### src/rtl/dcfifo_pkg.sv
// dcfifo_pkg: shared state encoding and width helper for the dcfifo write-side blocks
package dcfifo_pkg;
  typedef enum logic {ST_IDLE = 1'b0, ST_BURST = 1'b1} state_t;
  function automatic int clog2(input int v);
    for (int r = 0; r < 31; r++)
      if ((1 << r) >= v) return r;
    return 31;
  endfunction
endpackage

### src/rtl/dcfifo_rr_pick.sv
// dcfifo_rr_pick: first requester at or after ptr, searching modulo NUM_SRC
module dcfifo_rr_pick
  import dcfifo_pkg::*;
#(
  parameter int NUM_SRC = 4,
  parameter int ID_W    = clog2(NUM_SRC)
) (
  input  logic [NUM_SRC-1:0] req,
  input  logic [ID_W-1:0]    ptr,
  output logic               any,
  output logic [ID_W-1:0]    idx
);
  logic [ID_W-1:0] c;
  always_comb begin
    any = 1'b0;
    idx = '0;
    c   = '0;
    // scan farthest-first so the nearest hit is the last assignment
    for (int k = NUM_SRC - 1; k >= 0; k--) begin
      c = ID_W'((int'(ptr) + k) % NUM_SRC);
      if (req[c]) begin
        any = 1'b1;
        idx = c;
      end
    end
  end
endmodule

### src/rtl/dcfifo_wr_arbiter.sv
// dcfifo_wr_arbiter: round-robin burst arbiter sharing the dcfifo write port
module dcfifo_wr_arbiter
  import dcfifo_pkg::*;
#(
  parameter int DATA_WIDTH = 32,
  parameter int NUM_SRC    = 4,
  parameter int BURST_MAX  = 4,
  localparam int ID_W      = clog2(NUM_SRC)
) (
  input  logic                          wr_clk,
  input  logic                          wr_reset,
  input  logic                          arb_en,
  input  logic [NUM_SRC-1:0]            src_valid,
  input  logic [NUM_SRC*DATA_WIDTH-1:0] src_data,
  output logic [NUM_SRC-1:0]            src_ready,
  input  logic                          fifo_wr_full,
  output logic [DATA_WIDTH-1:0]         fifo_data_in,
  output logic                          fifo_wr_req,
  output logic                          grant_valid,
  output logic [ID_W-1:0]               grant_id,
  output logic [15:0]                   words_written
);
  localparam int BW = clog2(BURST_MAX) + 1;
  state_t          state_q, state_d;
  logic [ID_W-1:0] rr_ptr, owner, pick_idx;
  logic [BW-1:0]   beat_cnt;
  logic            pick_any, in_burst, fire, burst_end;
  dcfifo_rr_pick #(.NUM_SRC(NUM_SRC)) u_pick (
    .req(src_valid),
    .ptr(rr_ptr),
    .any(pick_any),
    .idx(pick_idx)
  );
  // a word presented while reset is asserted must never reach the FIFO
  always_comb begin
    in_burst     = state_q == ST_BURST;
    fire         = in_burst & src_valid[owner] & ~fifo_wr_full & ~wr_reset;
    burst_end    = in_burst & ((fire & (beat_cnt == BW'(BURST_MAX - 1))) | ~src_valid[owner]);
    state_d      = in_burst ? (burst_end ? ST_IDLE : ST_BURST)
                            : ((arb_en & pick_any) ? ST_BURST : ST_IDLE);
    grant_valid  = in_burst;
    grant_id     = in_burst ? owner : '0;
    fifo_wr_req  = fire;
    src_ready    = fire ? NUM_SRC'(1) << owner : '0;
    fifo_data_in = in_burst ? src_data[int'(owner)*DATA_WIDTH +: DATA_WIDTH] : '0;
  end
  always_ff @(posedge wr_clk) begin
    if (wr_reset) begin
      state_q       <= ST_IDLE;
      rr_ptr        <= '0;
      owner         <= '0;
      beat_cnt      <= '0;
      words_written <= '0;
    end else begin
      state_q <= state_d;
      if (!in_burst && arb_en && pick_any) begin
        owner    <= pick_idx;
        beat_cnt <= '0;
      end
      if (fire) begin
        beat_cnt      <= beat_cnt + 1'b1;
        words_written <= words_written + 16'd1;
      end
      if (burst_end) rr_ptr <= (owner == ID_W'(NUM_SRC - 1)) ? '0 : owner + 1'b1;
    end
  end
endmodule

### config.mk
export PLATFORM = sky130hd
export DESIGN_NAME = dcfifo_wr_arbiter
export DESIGN_NICKNAME = d
export VERILOG_FILES = /design/src/rtl/dcfifo_pkg.sv /design/src/rtl/dcfifo_rr_pick.sv /design/src/rtl/dcfifo_wr_arbiter.sv
export SDC_FILE = /design/constraint.sdc
export NUM_CORES = 1
export LEC_CHECK = 0
export ABC_AREA = 1
export CAP_MARGIN = 20
export CORE_ASPECT_RATIO = 0.6
export CORE_MARGIN = 4
export CORE_UTILIZATION = 30
export DETAILED_ROUTE_END_ITERATION = 10
export PLACE_DENSITY = 0.82
export SLEW_MARGIN = 10
export SYNTH_ARGS = -nofsm -noshare
export SYNTH_HDL_FRONTEND = slang
export SYNTH_SLANG_ARGS = --single-unit
### constraint.sdc
create_clock -name wr_clk -period 2.7 [get_ports wr_clk]
set_input_delay 0.81 -clock wr_clk [delete_from_list [all_inputs] [get_ports wr_clk]]
set_output_delay 0.81 -clock wr_clk [all_outputs]
set_load 0.02 [all_outputs]
=== Word level (Yosys, flattened, before mapping) ===
Index checks and enable logic that the tools add are counted.

* Bits in registers: 24
* Logic and storage cells: 61
* Output and inout port bits: 56
* Input bits: 136

* Reduce and logical (&&, ||, !) cells: 4
* Multiplexer cells: 27
* Add/subtract/negate cells: 6
* Bitwise gates (word level): 10
* Shift-type cells: 2
* $lt $le $gt $ge: 5
* Eq/ne operators: 2

{| class="wikitable"
|+ Operators by type and width
! operator !! count
|-
| $shiftx A128 B8 Y32 || 1
|-
| $mux W32 || 1
|-
| $add A16 B1 Y16 const B || 1
|-
| $lt A2 B3 Y1 const B || 5
|-
| $mux W1 || 12
|-
| $mux W2 || 6
|-
| $bmux W1 S2 || 5
|-
| $and A1 B1 Y1 || 6
|-
| $mux W3 || 2
|-
| $add A2 B1 Y2 const B || 2
|-
| $add A2 B2 Y2 const B || 2
|-
| $mux W4 || 1
|-
| $shl A1 B2 Y4 const A || 1
|-
| $add A3 B1 Y3 const B || 1
|-
| $eq A3 B2 Y1 const B || 1
|-
| $not A1 Y1 || 3
|-
| $eq A2 B2 Y1 const B || 1
|-
| $logic_and A1 B1 Y1 || 2
|-
| $reduce_bool A2 Y1 || 1
|-
| $logic_not A1 Y1 || 1
|-
| $or A1 B1 Y1 || 1
|}

=== Depth between registers and ports, before layout ===
Gate-level depths: netlist of run 1.

* Word-level depth: 10
* Gate-level depth with buffers: 11
* Depth with buffers taken out: 10

=== Hierarchy ===
From an unflattened synthesis of run 1, not the netlist that was laid out.

* Cell total of the unflattened synthesis: 516
* Area total of the unflattened synthesis: 2691.3 um^2

{| class="wikitable"
|+ Modules (own cells, without submodules)
! module !! instances !! sequential area each (um^2) !! area each (um^2) !! cells each
|-
| dcfifo_wr_arbiter || 1 || 480.5 || 2478.6 || 470
|-
| dcfifo_rr_pick || 1 || 0.0 || 212.7 || 46
|}

=== Least setup slack after synthesis of run 1 ===
OpenSTA, ideal clock, no wires.

* Path type: input port to output port
* From: input wr_reset
* To: output src_ready[0]
* Path slack: 0.218 ns
* Path buffers: 2
* Cell stages on the path: 5
* Data required time: 1.890 ns
* Arrival time: 1.672 ns
* Cell sequence: buf_2 > nor3_2 > nand2_1 > buf_2 > nor2_1

* Cells in the longest elaborated chain, start to end: 3

{| class="wikitable"
|+ Ends and longest elaborated chain
! item !! line !! text
|-
| from (decl) || dcfifo_wr_arbiter.sv:11 || <nowiki>input logic wr_reset,</nowiki>
|-
| $not A1 Y1 || dcfifo_wr_arbiter.sv:37 || <nowiki>fire = in_burst & src_valid[owner] & ~fifo_wr_full & ~wr_reset;</nowiki>
|-
| $and A1 B1 Y1 || dcfifo_wr_arbiter.sv:37 ||
|-
| $mux W4 || dcfifo_wr_arbiter.sv:44 || <nowiki>src_ready = fire ? NUM_SRC'(1) << owner : '0;</nowiki>
|-
| to (decl) || dcfifo_wr_arbiter.sv:15 || <nowiki>output logic [NUM_SRC-1:0] src_ready,</nowiki>
|}

No other way between the ends.

=== Worst setup path in the final report of run 1 ===
* From: input src_data[31]
* To: output fifo_data_in[31]

* Cells in the longest elaborated chain, start to end: 2

{| class="wikitable"
|+ Ends and longest elaborated chain
! item !! line !! text
|-
| from (decl) || dcfifo_wr_arbiter.sv:14 || <nowiki>input logic [NUM_SRC*DATA_WIDTH-1:0] src_data,</nowiki>
|-
| $shiftx A128 B8 Y32 || dcfifo_wr_arbiter.sv:45 || <nowiki>fifo_data_in = in_burst ? src_data[int'(owner)*DATA_WIDTH +: DATA_WIDTH] : '0;</nowiki>
|-
| $mux W32 || dcfifo_wr_arbiter.sv:45 ||
|-
| to (decl) || dcfifo_wr_arbiter.sv:17 || <nowiki>output logic [DATA_WIDTH-1:0] fifo_data_in,</nowiki>
|}

No other way between the ends.

==> impl_metrics.json, run 1 <==
{
  "status": "completed",
  "multi_input_comb_area_sq_um": 1892,
  "max_clock_freq_mhz": 379.1,
  "post_route_cells_drive_above_1_share_pct": 12.06,
  "die_height_microns": 80.08,
  "path_clk_slew_ps": 70,
  "grt_pass1_wl_microns": 18520,
  "power_per_cell_area_nw_per_um2": 317.2,
  "cp.required_ps": 1890,
  "postSynthRegisterBits": 24,
  "gp_routability_congestion": 0.9788,
  "fin_hold_ws_ps": 487.2,
  "holdCritPathClass": "flop to flop",
  "cp_cell_sequence": "clkdlybuf4s50_1, nor2_1, nor2_1, o21ai_0, a21oi_1, buf_4",
  "globalRoute.totalOverflow": 0,
  "worstSkewPairLatency_ps": 260,
  "synth_warnings": 0,
  "num-fill-cells": 795,
  "area.growth.synth_to_final_pct": 84.06,
  "grt_max_degree": 46,
  "start_util_pct": 31.94,
  "global_route.usage.total_pct": 21.98,
  "vias": 3934,
  "setup_repair_after_global_routing_missed_its_margin": "yes",
  "die_area_sq_um": 10260,
  "fin_ws_ps": 61.93,
  "synth_cells": 493,
  "tritoncts": "done",
  "cp_data_arrival_time_ps": 1830,
  "design_power_total_w": 0.001517,
  "setup_tns_ps": 0,
  "remaining_design_rule_violation_count": 0,
  "post_cts_hold_buffer_count": 0,
  "synth_cell_types": 24,
  "syn-num-nets": 636,
  "start_kind": "input pin",
  "row_count": 25,
  "cts_root_buf": "sky130_fd_sc_hd__clkbuf_16",
  "drtAntennaViolNets": 0,
  "cts-buffers-inserted": 3,
  "initial_antenna_violation_count": 0,
  "post-synth-top-area-fraction_pct": 20.81,
  "crit_type": "input pin to output pin",
  "critical_path_endpoint_category": "output pin",
  "timing.max_cap.violations": 0,
  "final_min_period_over_clock_period_pct": 97.71,
  "detail_route.vias_per_cell": 4.992,
  "postRouteWirelength_microns": 11990,
  "synth_seq_area_share_pct": 18.50,
  "drt-pass1-iter-count": 4,
  "pin_count": 192,
  "postLayoutCellArea_sq_um": 4781,
  "netlist.top_cell.by_area": "sky130_fd_sc_hd__nor2_1",
  "path_common_cell": "sky130_fd_sc_hd__nor2_1",
  "port_buffer_count": 191,
  "clock-skew-final_ps": 3.694,
  "period_needed_ps": 2638,
  "report.final.slew_viol_count": 0,
  "max_slew_margin_pct": 63.81,
  "fin_nets": 824,
  "worst_slew_pin_slew_ps": 538.7,
  "clockBufferDepth": 2,
  "wl_per_cell_microns": 15.21,
  "synth_area_sq_um": 2597,
  "report.final.setup_viol": 0,
  "cp_slowest_stage_delay_ps": 460,
  "core_area_sq_um": 8133,
  "num_antenna_cells": 0,
  "htreeDepth": 1,
  "vdd_drop_max_mv": 0.3341,
  "dpl_hpwl_microns": 9453,
  "place_worst_setup_slack_ps": -672.6,
  "timing_hold_violations_final": 0,
  "critical_path_peak_fanout": 1,
  "die_w_microns": 128.1,
  "cpMaxStageDelayCell": "sky130_fd_sc_hd__clkdlybuf4s50_1",
  "first_global_vias": 3818,
  "post_synth_main_area_contributors": "sky130_fd_sc_hd__nor2_1 21%, sky130_fd_sc_hd__dfxtp_1 18%, sky130_fd_sc_hd__o21ai_0 14%, sky130_fd_sc_hd__nand2_1 11%, sky130_fd_sc_hd__a21oi_1 10%",
  "ff_latch_area_sq_um": 481.7,
  "power_leakage_nw": 2.040,
  "drt_first_iter_violations": 256,
  "synth.avg_cell_area_sq_um": 5.269,
  "detailed_place.area_sq_um": 4728,
  "clock_sink_count": 24
}
[metrics by stage]
step | utilization (%) | std cells
global route | 58.78 | 788
finish | 58.78 | 788
floorplan | - | 493
detailed placement | 58.14 | 783
CTS | 58.35 | 788
global placement | 58.14 | 783
[cell type report]
| class | instances | area share, % |
|---|---|---|
| timing repair buffer | 215 | 42.58 |
| sequential | 24 | 10.08 |
| clock buffer | 3 | 1.570 |
| multi-input combinational | 402 | 39.57 |
| tap | 108 | 2.826 |
| inverter | 35 | 2.748 |
| clock inverter | 1 | 0.6281 |
[worst paths after layout]
path                                    from          endpoint  slack [ps]  depth (start not counted)
worst max register to register      owner[0]  words_written[6]         780                         10
worst min-delay path             beat_cnt[0]       beat_cnt[0]         490                          1
worst max-delay path            src_data[31]  fifo_data_in[31]          60                          6
worst min register to register   beat_cnt[0]       beat_cnt[0]         490                          1
[synthesized netlist by cell type]
cell,instances
sky130_fd_sc_hd__buf_1,3
sky130_fd_sc_hd__o21a_1,1
sky130_fd_sc_hd__o21ai_1,1
sky130_fd_sc_hd__nor2_1,144
sky130_fd_sc_hd__nand3_1,26
sky130_fd_sc_hd__ha_1,7
sky130_fd_sc_hd__and2_1,1
sky130_fd_sc_hd__xor2_1,2
sky130_fd_sc_hd__nand3b_1,2
sky130_fd_sc_hd__inv_2,5
sky130_fd_sc_hd__o21ai_0,71
sky130_fd_sc_hd__dfxtp_1,24
sky130_fd_sc_hd__nor3_1,7
sky130_fd_sc_hd__inv_1,29
sky130_fd_sc_hd__nand2_1,74
sky130_fd_sc_hd__clkinv_1,1
sky130_fd_sc_hd__buf_2,13
sky130_fd_sc_hd__nor3_2,2
sky130_fd_sc_hd__buf_4,1
sky130_fd_sc_hd__nand4_1,3
sky130_fd_sc_hd__a21oi_1,54
sky130_fd_sc_hd__clkbuf_1,15
sky130_fd_sc_hd__xnor2_1,6
sky130_fd_sc_hd__and3_1,1
[registers in the layout, indices dropped and copies added (netlist names)]
| register | cells |
|---|---|
| words_written | 16 |
| beat_cnt | 3 |
| owner | 2 |
| rr_ptr | 2 |
| grant_valid | 1 |
[routing by layer]
metal	share of wire, %	global-route usage, %	routed length, microns	vias up
met2	46	37.58	5518	203
li1	-	-	-	1968
met4	1.6	4.873	193	0
met1	42	27.90	5065	1746
met3	10	5.648	1207	17
met5	0	0	0	-
[critical path: cells and delay by family]
family | cells | cell delay (ps)
compound gates | 2 | 270
buf+inv | 2 | 620
simple gates | 2 | 130
[timing repair]
item,4_1_cts,5_1_grt
resized for setup,160,55
buffers inserted,1,0
hold endpoints to repair,0,0
setup endpoints to repair,37,32
pin swaps,2,16
[report_power, final]
group	total, W	switching (W)	internal [W]
Combinational	0.000707	0.000351	0.000356
Sequential	0.000378	0.0000161	0.000361
Clock	0.000432	0.000137	0.000295
[cell families after synthesis]
kind of cell,Yosys count,synth area share (%)
simple gates,260,40.41
compound gates,127,24.57
buf+inv,67,10.45
flops,24,18.50
xor+xnor,8,2.698
fa+ha+maj,7,3.372
[cell usage in the layout, fill, tap and decap left out, drive strengths merged]
| master | count |
|---|---|
| nand3b | 2 |
| buf | 61 |
| and3 | 1 |
| o21a | 1 |
| nand4 | 3 |
| a21oi | 54 |
| bufinv | 1 |
| xor2 | 2 |
| o21ai | 72 |
| clkinv | 1 |
| nand2 | 74 |
| nor2 | 144 |
| nand3 | 26 |
| xnor2 | 6 |
| clkbuf | 3 |
| nor3 | 9 |
| dfxtp | 24 |
| inv | 34 |
| and2 | 1 |
| ha | 7 |
| clkdlybuf4s50 | 144 |
| dlygate4sd2 | 5 |
| dlymetal6s2s | 5 |
No activity file was read; power rests on OpenSTA's default activity.
==> run 2, diff against run 1 <==
--- a/config.mk
+++ b/config.mk
@@ -6,7 +6,6 @@
 export NUM_CORES = 1
 export LEC_CHECK = 0
 export ABC_AREA = 1
-export CAP_MARGIN = 20
 export CORE_ASPECT_RATIO = 0.6
 export CORE_MARGIN = 4
 export CORE_UTILIZATION = 30
==> results of run 2 <==
No change in the layout: final DEF, timing and power equal those of run 1.
==> run 3, diff against run 2 <==
--- a/config.mk
+++ b/config.mk
@@ -6,7 +6,7 @@
 export NUM_CORES = 1
 export LEC_CHECK = 0
 export ABC_AREA = 1
-export CORE_ASPECT_RATIO = 0.6
+export CAP_MARGIN = 10
 export CORE_MARGIN = 4
 export CORE_UTILIZATION = 30
 export DETAILED_ROUTE_END_ITERATION = 10
==> run 3 against run 2 <==
Compared with the run above:
- maximum frequency decreased by 1.2%
- sequential share of layout area rose by 0.088 points
- utilization is 1.7 points lower
- sequential power is essentially flat
- global-route usage rose by 0.17 points
- critical path type unchanged
- register-to-register slack better by 170 ps
- largest cell class unchanged
- routed wire length up 3.3%
- via count rose by 0.41%
- worst hold slack improved by 15 ps
- clock skew is 6.2 ps higher
- count of clock-buffer cells in the layout unchanged
- total power shrank 7.9%
==> impl_metrics.json, run 3 (synthesis gave the netlist of run 1 again) <==
{
  "fin_nets": 823,
  "start_kind": "input pin",
  "area.growth.synth_to_final_pct": 82.47,
  "post_route_cells_drive_above_1_share_pct": 11.93,
  "largest-register": "words_written",
  "finalCoreUtilization_pct": 57.11,
  "post_cts_hold_buffer_count": 0,
  "final_min_period_over_clock_period_pct": 98.86,
  "cts_root_buf": "sky130_fd_sc_hd__clkbuf_8",
  "power_leakage_nw": 2.020,
  "dpl.cell_count": 779,
  "report.final.setup_viol": 0,
  "path_clk_slew_ps": 90,
  "critical_path_endpoint_category": "output pin",
  "max_clock_freq_mhz": 374.7,
  "postRouteWirelength_microns": 12380,
  "critical_path_peak_fanout": 1,
  "initial_antenna_violation_count": 0,
  "period_needed_ps": 2669,
  "grt_pass1_wl_microns": 18510,
  "worst_slew_pin_slew_ps": 506.7,
  "cp_slowest_stage_delay_ps": 480,
  "tritoncts": "done",
  "clock-skew-final_ps": 9.923,
  "crit_type": "input pin to output pin",
  "design_power_total_w": 0.001396,
  "row_count": 33,
  "routed-wl-met3_microns": 995,
  "vias": 3950,
  "worstRegToRegCells": 10,
  "mostFrequentLayoutCells": "143 x sky130_fd_sc_hd__clkdlybuf4s50_1, 141 x sky130_fd_sc_hd__nor2_1, 73 x sky130_fd_sc_hd__nand2_1, 62 x sky130_fd_sc_hd__o21ai_0, 53 x sky130_fd_sc_hd__a21oi_1",
  "worstSkewPairLatency_ps": 270,
  "timing_hold_violations_final": 0,
  "clock_sink_count": 24,
  "drt-pass1-iter-count": 4,
  "dpl_hpwl_microns": 9628,
  "p_switching_w": 0.0004845,
  "num_antenna_cells": 0,
  "htreeDepth": 1,
  "vdd_drop_max_mv": 0.2248,
  "port_buffer_count": 191,
  "drtAntennaViolNets": 0,
  "path_common_cell": "sky130_fd_sc_hd__nor2_1",
  "timing.max_cap.violations": 0,
  "cts-buffers-inserted": 3,
  "globalRoute.totalOverflow": 0,
  "clockBufferDepth": 2,
  "wl_per_cell_microns": 15.79,
  "drt_first_iter_violations": 133,
  "detail_route.vias_per_cell": 5.038,
  "top_signal_layer_used": "met4",
  "hold_path_depth": 1,
  "p_seq_share_pct": 26.9,
  "power_per_cell_area_nw_per_um2": 294.6,
  "clock_power_share_pct": 23.0,
  "mostFrequentLayoutCell": "sky130_fd_sc_hd__clkdlybuf4s50_1",
  "global_route.usage.total_pct": 22.15,
  "max_slew_margin_pct": 65.96,
  "largest_register_ff_count": 16,
  "gp_routability_congestion": 0.9278,
  "remaining_design_rule_violation_count": 0,
  "m1WireLength_microns": 4931,
  "switching_share_pct": 34.69,
  "start_util_pct": 31.30,
  "status": "completed",
  "first_global_vias": 3671,
  "cp_cell_sequence": "clkdlybuf4s50_1, nor2_1, nor2_1, o21ai_0, a21oi_1, buf_2",
  "report.final.slew_viol_count": 0,
  "grt_max_degree": 46,
  "core_area_sq_um": 8299,
  "holdCritPathClass": "flop to flop",
  "die_w_microns": 101.1,
  "reg_top3": "words_written (16), beat_cnt (3)",
  "pin_count": 192,
  "cp_data_arrival_time_ps": 1860,
  "die_area_sq_um": 10210,
  "post_layout_nonfiller_instances": 784,
  "routed-wl-met2_microns": 6057,
  "die_height_microns": 101.1,
  "cellInternalPower_w": 0.0009120,
  "setup_repair_after_global_routing_missed_its_margin": "yes",
  "cpMaxStageDelayCell": "sky130_fd_sc_hd__clkdlybuf4s50_1",
  "cp.required_ps": 1890,
  "combinational_group_share_of_total_power_pct": 50.1
}
-- run 3: cell types whose count changed in the layout (fill, tap and decap cells not counted), moves of 2 or more --
cell	delta
sky130_fd_sc_hd__clkbuf_16	-3
sky130_fd_sc_hd__clkbuf_8	+3
sky130_fd_sc_hd__nor2_2	-3
sky130_fd_sc_hd__nor2_4	+2
sky130_fd_sc_hd__o21ai_0	+7
sky130_fd_sc_hd__o21ai_1	-7
-- run 3: timing repair --
| action | CTS | global route |
|---|---|---|
| setup buffers | 1 | 0 |
| hold endpoints to repair | 0 | 0 |
| pin swaps | 2 | 17 |
| endpoints found under the setup margin | 37 | 29 |
| gates resized for setup | 168 | 44 |
-- run 3: critical path: cells and delay by family --
| family | cells | cell delay (ps) |
|---|---|---|
| AOI/OAI and AO/OA | 2 | 250 |
| and+or+nand+nor | 2 | 140 |
| buffers and inverters | 2 | 670 |
-- run 3: worst paths after layout --
kind	from	endpoint	slack, ps
setup reg to reg	owner[0]	words_written[6]	950
hold / removal	beat_cnt[0]	beat_cnt[0]	500
hold reg to reg	beat_cnt[0]	beat_cnt[0]	500
setup / recovery	src_data[19]	fifo_data_in[19]	30
-- run 3: power by group through the flow --
stage	Combinational, W	Clock [W]	Sequential (W)
6_report	0.000700	0.000321	0.000375
4_1_cts	0.000687	0.000321	0.000375
5_1_grt	0.000765	0.000338	0.000377
3_3_place_gp	0.000694	0	0.000383
2_1_floorplan	0.000329	0	0.000378
3_5_place_dp	0.000707	0	0.000383
-- run 3: routing by layer --
layer / track usage (%) / vias to the layer above
li1: - / 1966
met1: 26.92 / 1775
met2: 39.39 / 178
met3: 3.945 / 31
met4: 6.748 / 0
met5: 0 / -
-- run 3: cell type report --
| cell class | count | area [sq um] |
|---|---|---|
| Fill cell | 818 | 3560 |
| Timing Repair Buffer | 214 | 2022 |
| Multi-Input combinational cell | 402 | 1902 |
| Sequential cell | 24 | 481.7 |
| Inverter | 35 | 131.4 |
| Tap cell | 105 | 131.4 |
| Clock buffer | 3 | 41.29 |
| Clock inverter | 1 | 30.03 |
-- run 3: through the flow --
stage                     setup TNS (ps)  hold slack [ps]  setup WS (ps)  area [sq um]
final                                  0            501.8          30.85          4740
after global routing              -29.99            537.9         -29.99          4740
after CTS                              0            496.0         0.2196          4703
after detailed placement          -15170            480.7         -773.8          4705
after global placement            -14550            447.8         -770.1          4705
after floorplan                        0            433.7          218.0          2597
